<file path="src/rtl/ps2_host_tx.sv">
// Host-to-device PS/2 transmitter: inhibits the bus, issues request-to-send and shifts one
// command byte out on device-generated clock edges, driving the pins only through open-drain enables.
module ps2_host_tx #(
    parameter int INHIBIT_CYCLES = 5000,
    parameter int RTS_CYCLES     = 10,
    parameter int TIMEOUT_CYCLES = 1000000
) (
    input  logic       CLOCK_50,
    input  logic       reset,
    input  logic [7:0] tx_data,
    input  logic       tx_start,
    input  logic       PS2_CLK,
    input  logic       PS2_DAT,
    output logic       ps2_clk_oe,
    output logic       ps2_dat_oe,
    output logic       busy,
    output logic       rx_inhibit,
    output logic       done,
    output logic       error
);

    localparam int PH_MAX = (INHIBIT_CYCLES > RTS_CYCLES) ? INHIBIT_CYCLES : RTS_CYCLES;
    localparam int PH_W   = (PH_MAX > 1) ? $clog2(PH_MAX) : 1;
    localparam int TO_W   = (TIMEOUT_CYCLES > 1) ? $clog2(TIMEOUT_CYCLES) : 1;
    localparam logic [PH_W-1:0] INH_LAST = PH_W'(INHIBIT_CYCLES - 1);
    localparam logic [PH_W-1:0] RTS_LAST = PH_W'(RTS_CYCLES - 1);
    localparam logic [TO_W-1:0] TO_LAST  = TO_W'(TIMEOUT_CYCLES - 1);

    typedef enum logic [2:0] {
        IDLE,
        INHIBIT,
        RTS,
        SEND,
        ACK,
        WAIT_IDLE
    } state_t;

    state_t          state;
    logic [1:0]      clk_sync;
    logic [1:0]      dat_sync;
    logic            clk_prev;
    logic            fe;
    logic            watch;
    logic            timed_out;
    logic [7:0]      data_reg;
    logic            parity_reg;
    logic [3:0]      bit_cnt;
    logic            nack;
    logic [PH_W-1:0] ph_cnt;
    logic [TO_W-1:0] to_cnt;

    // Synchronisers reset to the idle-high bus level so no false edge appears after reset.
    always_ff @(posedge CLOCK_50 or negedge reset) begin
        if (!reset) begin
            clk_sync <= 2'b11;
            dat_sync <= 2'b11;
            clk_prev <= 1'b1;
        end else begin
            clk_sync <= {clk_sync[0], PS2_CLK};
            dat_sync <= {dat_sync[0], PS2_DAT};
            clk_prev <= clk_sync[1];
        end
    end

    assign fe         = clk_prev & ~clk_sync[1];
    assign watch      = (state == SEND) || (state == ACK) || (state == WAIT_IDLE);
    assign timed_out  = (to_cnt == TO_LAST);
    assign rx_inhibit = busy;

    always_ff @(posedge CLOCK_50 or negedge reset) begin
        if (!reset) begin
            state      <= IDLE;
            ps2_clk_oe <= 1'b0;
            ps2_dat_oe <= 1'b0;
            busy       <= 1'b0;
            done       <= 1'b0;
            error      <= 1'b0;
            data_reg   <= 8'h00;
            parity_reg <= 1'b0;
            bit_cnt    <= 4'd0;
            nack       <= 1'b0;
            ph_cnt     <= '0;
            to_cnt     <= '0;
        end else begin
            done  <= 1'b0;
            error <= 1'b0;
            if (watch && timed_out) begin
                ps2_clk_oe <= 1'b0;
                ps2_dat_oe <= 1'b0;
                done       <= 1'b1;
                error      <= 1'b1;
                state      <= IDLE;
            end else begin
                if (watch) begin
                    to_cnt <= to_cnt + 1'b1;
                end
                case (state)
                    IDLE: begin
                        busy <= 1'b0;
                        if (tx_start && !busy) begin
                            data_reg   <= tx_data;
                            parity_reg <= ~^tx_data;
                            ph_cnt     <= '0;
                            busy       <= 1'b1;
                            ps2_clk_oe <= 1'b1;
                            ps2_dat_oe <= 1'b0;
                            state      <= INHIBIT;
                        end
                    end
                    INHIBIT: begin
                        if (ph_cnt == INH_LAST) begin
                            ph_cnt     <= '0;
                            ps2_dat_oe <= 1'b1;
                            state      <= RTS;
                        end else begin
                            ph_cnt <= ph_cnt + 1'b1;
                        end
                    end
                    RTS: begin
                        if (ph_cnt == RTS_LAST) begin
                            ps2_clk_oe <= 1'b0;
                            bit_cnt    <= 4'd0;
                            to_cnt     <= '0;
                            state      <= SEND;
                        end else begin
                            ph_cnt <= ph_cnt + 1'b1;
                        end
                    end
                    // Each device falling edge presents the next bit: data LSB first, parity, then stop.
                    SEND: begin
                        if (fe) begin
                            bit_cnt <= bit_cnt + 1'b1;
                            if (bit_cnt < 4'd8) begin
                                ps2_dat_oe <= ~data_reg[bit_cnt[2:0]];
                            end else if (bit_cnt == 4'd8) begin
                                ps2_dat_oe <= ~parity_reg;
                            end else begin
                                ps2_dat_oe <= 1'b0;
                                state      <= ACK;
                            end
                        end
                    end
                    ACK: begin
                        if (fe) begin
                            nack  <= dat_sync[1];
                            state <= WAIT_IDLE;
                        end
                    end
                    WAIT_IDLE: begin
                        if (clk_sync[1] && dat_sync[1]) begin
                            done  <= 1'b1;
                            error <= nack;
                            state <= IDLE;
                        end
                    end
                    default: begin
                        state <= IDLE;
                    end
                endcase
            end
        end
    end

endmodule

</file>
<file path="config.mk">
export PLATFORM = sky130hd
export DESIGN_NAME = ps2_host_tx
export DESIGN_NICKNAME = d
export VERILOG_FILES = /design/src/rtl/ps2_host_tx.sv
export SDC_FILE = /design/constraint.sdc
export NUM_CORES = 1
export LEC_CHECK = 0
export CAP_MARGIN = 20
export CORE_AREA = 2 2 84 86
export CTS_BUF_LIST = sky130_fd_sc_hd__clkbuf_8
export CTS_CLUSTER_DIAMETER = 120
export DETAILED_ROUTE_END_ITERATION = 16
export DIE_AREA = 0 0 86 88
export GPL_TIMING_DRIVEN = 1
export PLACE_DENSITY_LB_ADDON = 0.25
export SYNTH_ARGS = -nofsm -noshare
export SYNTH_HDL_FRONTEND = slang
export SYNTH_SLANG_ARGS = --single-unit
export TNS_END_PERCENT = 20
</file>
<file path="constraint.sdc">
create_clock -name CLOCK_50 -period 2.89 [get_ports CLOCK_50]
set_input_delay 0.578 -clock CLOCK_50 [delete_from_list [all_inputs] [get_ports CLOCK_50]]
set_output_delay 0.578 -clock CLOCK_50 [all_outputs]
set_load 0.02 [all_outputs]
</file>
==> results.py <==
metrics = {
    "run_status": {
        "status": "finished clean",
    },
    "logic_synthesis": {
        "yosysMostFrequentCell": "dfrtp_1",
        "syn_area_per_cell_um2": 9.87,
        "synth_top_area_share_pct": 42.4,
        "yosys_warnings": 0,
        "synth_commonest_cells": "dfrtp_1, nand2_1, nor2_1, a21oi_1, nand3_1",
        "ys_types": 57,
        "synth.cell_area_um2": 3250,
        "ys_ff_latch": 60,
        "seq_area_frac_synth_pct": 46.4,
        "synth_cells": 329,
        "synthTopCellsByArea": "dfrtp_1, xnor2_1, dfstp_2",
        "synth_ff_type": "dfrtp_1",
        "synth-edff-count": 0,
        "synth_area_leader_cell": "dfrtp_1",
        "syn_nets": 347,
        "ys_async_sr_fraction_pct": 100,
    },
    "timing": {
        "slew_viol_final": 0,
        "hold_ws_ns": 0.247,
        "rsz0062_at_grt": "no",
        "skew_ns": 0.0103,
        "fin_crit_sh_pct": 80.4,
        "fin_crit_ns": 2.32,
        "finalSetupTns_ns": 0,
        "slew_headroom_pct": 56.8,
        "tightest_slew_ns": 0.648,
        "max_freq_mhz": 430,
        "setup_viol": 0,
        "finalHoldViolCount": 0,
    },
    "setup_path": {
        "reg2reg_from": "ph_cnt[6]",
        "arrival_ns": 2.60,
        "regToRegSetupSlack_ns": 0.57,
        "r2r_cells": 6,
        "critPathTopFamily": "simple AND/OR/NAND/NOR gates",
        "startpoint": "ph_cnt[6]",
        "crit_cells": 6,
        "endpoint_kind": "register",
        "r2r-end": "state[0]",
        "crit_slowest_cell": "or4_4",
        "cp-start-kind": "register",
        "slowest_delay_ns": 0.56,
        "critPathKind": "reg -> reg",
        "worstPathCellList": "or4_4 > nor4_4 > o32ai_2 > buf_4 > a2111oi_2 > a311o_1",
        "crit_end": "state[0]",
        "cp_num_buf_inv": 1,
        "path_max_fanout": 11,
        "crit_required_ns": 3.17,
    },
    "clock_tree": {
        "cts_root_buf": "clkbuf_8",
        "cts.sinks": 60,
        "cts_setup_buffers": 0,
        "clock_latency_ns": 0.35,
        "cts_buffers": 9,
        "cts.repair.resized": 0,
        "h-tree-depth": 3,
        "clkTransAtPathRegs_ns": 0.08,
        "cts_hold_buffers": 0,
        "cts_tree": "yes",
        "clockBufferDepth": 2,
    },
    "pwr": {
        "netSwitchingPower_uw": 1210,
        "power.leakage_uw": 0.00158,
        "max-vdd-ir-drop_mv": 0.354,
        "seqPwrFrac_pct": 37.3,
        "p_comb_share_pct": 34.4,
        "power_density_nw_per_um2": 893,
        "p_int_uw": 2160,
        "p_clk_share_pct": 28.3,
        "switching_share_pct": 35.9,
    },
    "global_routing": {
        "grt_use_total_pct": 20.1,
        "grt_pass1_wl_um": 11800,
        "antenna_found_initial": 0,
        "grt_remaining_overflow": 0,
        "grt_start_max_net_pins": 34,
        "grt_use_met2_pct": 32.7,
        "grt_pass1_vias": 2538,
        "grtUsageMet3_pct": 3.96,
        "grt_busiest_layer": "met2",
        "grt.met1_usage_pct": 25.9,
    },
    "routing": {
        "drtPass1Iterations": 4,
        "postRouteAntennaNets": 0,
        "wl_per_cell_um": 15.7,
        "wl_um": 6840,
        "drc": 0,
        "via_per_inst": 5.88,
        "drt_iter0_markers": 133,
        "dr_total_vias": 2557,
    },
    "run": {
        "max_cap_viol_count": 0,
    },
    "final_layout": {
        "fill_cells": 569,
        "area_growth_pct": 16.2,
        "diodes": 0,
        "nets": 368,
        "drive_gt1_share_pct": 13.0,
        "largest_reg_flops": 20,
    },
    "placement": {
        "io_buffers": 18,
        "gp_congestion": 0.838,
        "dp_hpwl_um": 4800,
    },
    "die": {
        "coreArea_um2": 6640,
        "ios": 19,
        "start_util_pct": 48.9,
        "dieArea_um2": 7570,
        "rows": 30,
        "die_height_um": 88,
        "die_x_um": 86,
    },
    "worst_hold_path": {
        "hold_path_class": "in -> async",
    },
}
## stage by stage
stage | cell area, µm² | setup slack [ns] | cells | utilization [%] | total power (µW)
detailed placement | 3520 | 0.582 | 419 | 53.0 | 2420
finish | 3770 | 0.567 | 435 | 56.8 | 3370
floorplan | 3250 | 0.931 | 329 | - | 2080
global route | 3770 | 0.422 | 435 | 56.8 | 3600
CTS | 3770 | 0.571 | 435 | 56.8 | 3390
global placement | 3520 | 0.621 | 419 | 53.0 | 2380
## logic make-up (layout without fill, tap and decap cells)
| logic type | after synthesis | after routing | share of synthesized area (%) |
|---|---|---|---|
| xor gates and xnor gates | 18 | 18 | 4.86 |
| muxes | 13 | 13 | 5.13 |
| AOI/OAI and AO/OA | 84 | 84 | 17.4 |
| DFF | 60 | 60 | 46.4 |
| buffers and inverters | 25 | 51 | 3.24 |
| and+or+nand+nor | 124 | 124 | 21.0 |
| adders and majority gates | 5 | 5 | 1.93 |
## worst register-to-register path: stages (launching register included)
cell and delay, ns:
dfrtp_1 0.45, or4_4 0.57, nor4_4 0.38, o32ai_2 0.14, buf_4 0.21, a2111oi_2 0.35, a311o_1 0.17
## power by group through the flow
stage               Sequential, µW  Combinational [µW]  Clock [µW]
floorplan                     1190                 892           0
global placement              1260                1110           0
detailed placement            1270                1150           0
CTS                           1250                1170         969
global route                  1290                1300        1000
finish                        1260                1160         953
## cells in the final DEF (no fill, tap or decap), drive strengths merged, types with 6 or more instances in the layout
cell type,n
dfrtp,55
nand2,22
nor2,22
a21oi,20
nand3,18
clkdlybuf4s50,17
xnor2,16
o21ai,13
inv,11
and3,11
a31oi,10
clkbuf,10
nand2b,9
nor3,9
mux2,9
buf,7
o31ai,6
o211ai,6
## worst min-delay path by stage
stage                      startpoint           to  cells past startpoint
after floorplan                 reset   bit_cnt[0]                      0
after global placement    dat_sync[0]  dat_sync[1]                      0
after detailed placement  clk_sync[0]  clk_sync[1]                      0
after CTS                       reset         busy                      1
after global routing            reset         busy                      1
final                           reset         busy                      1
## per-layer routing
layer	part of all wire (%)	wire, µm
met2	48	3250
met3	3.1	212
met4	1.4	97
met1	48	3280
met5	0	0
## area by class of cell
class | instances | area (µm²) | area share (%)
multi-input cells | 244 | 1640 | 43.5
flip-flops and latches | 60 | 1510 | 40.0
repair buffers | 24 | 233 | 6.17
clock buffers | 10 | 138 | 3.65
clock inverters | 6 | 111 | 2.95
well taps | 80 | 100 | 2.65
inverters | 11 | 41.3 | 1.09
No activity file was read; power rests on OpenSTA's default activity.
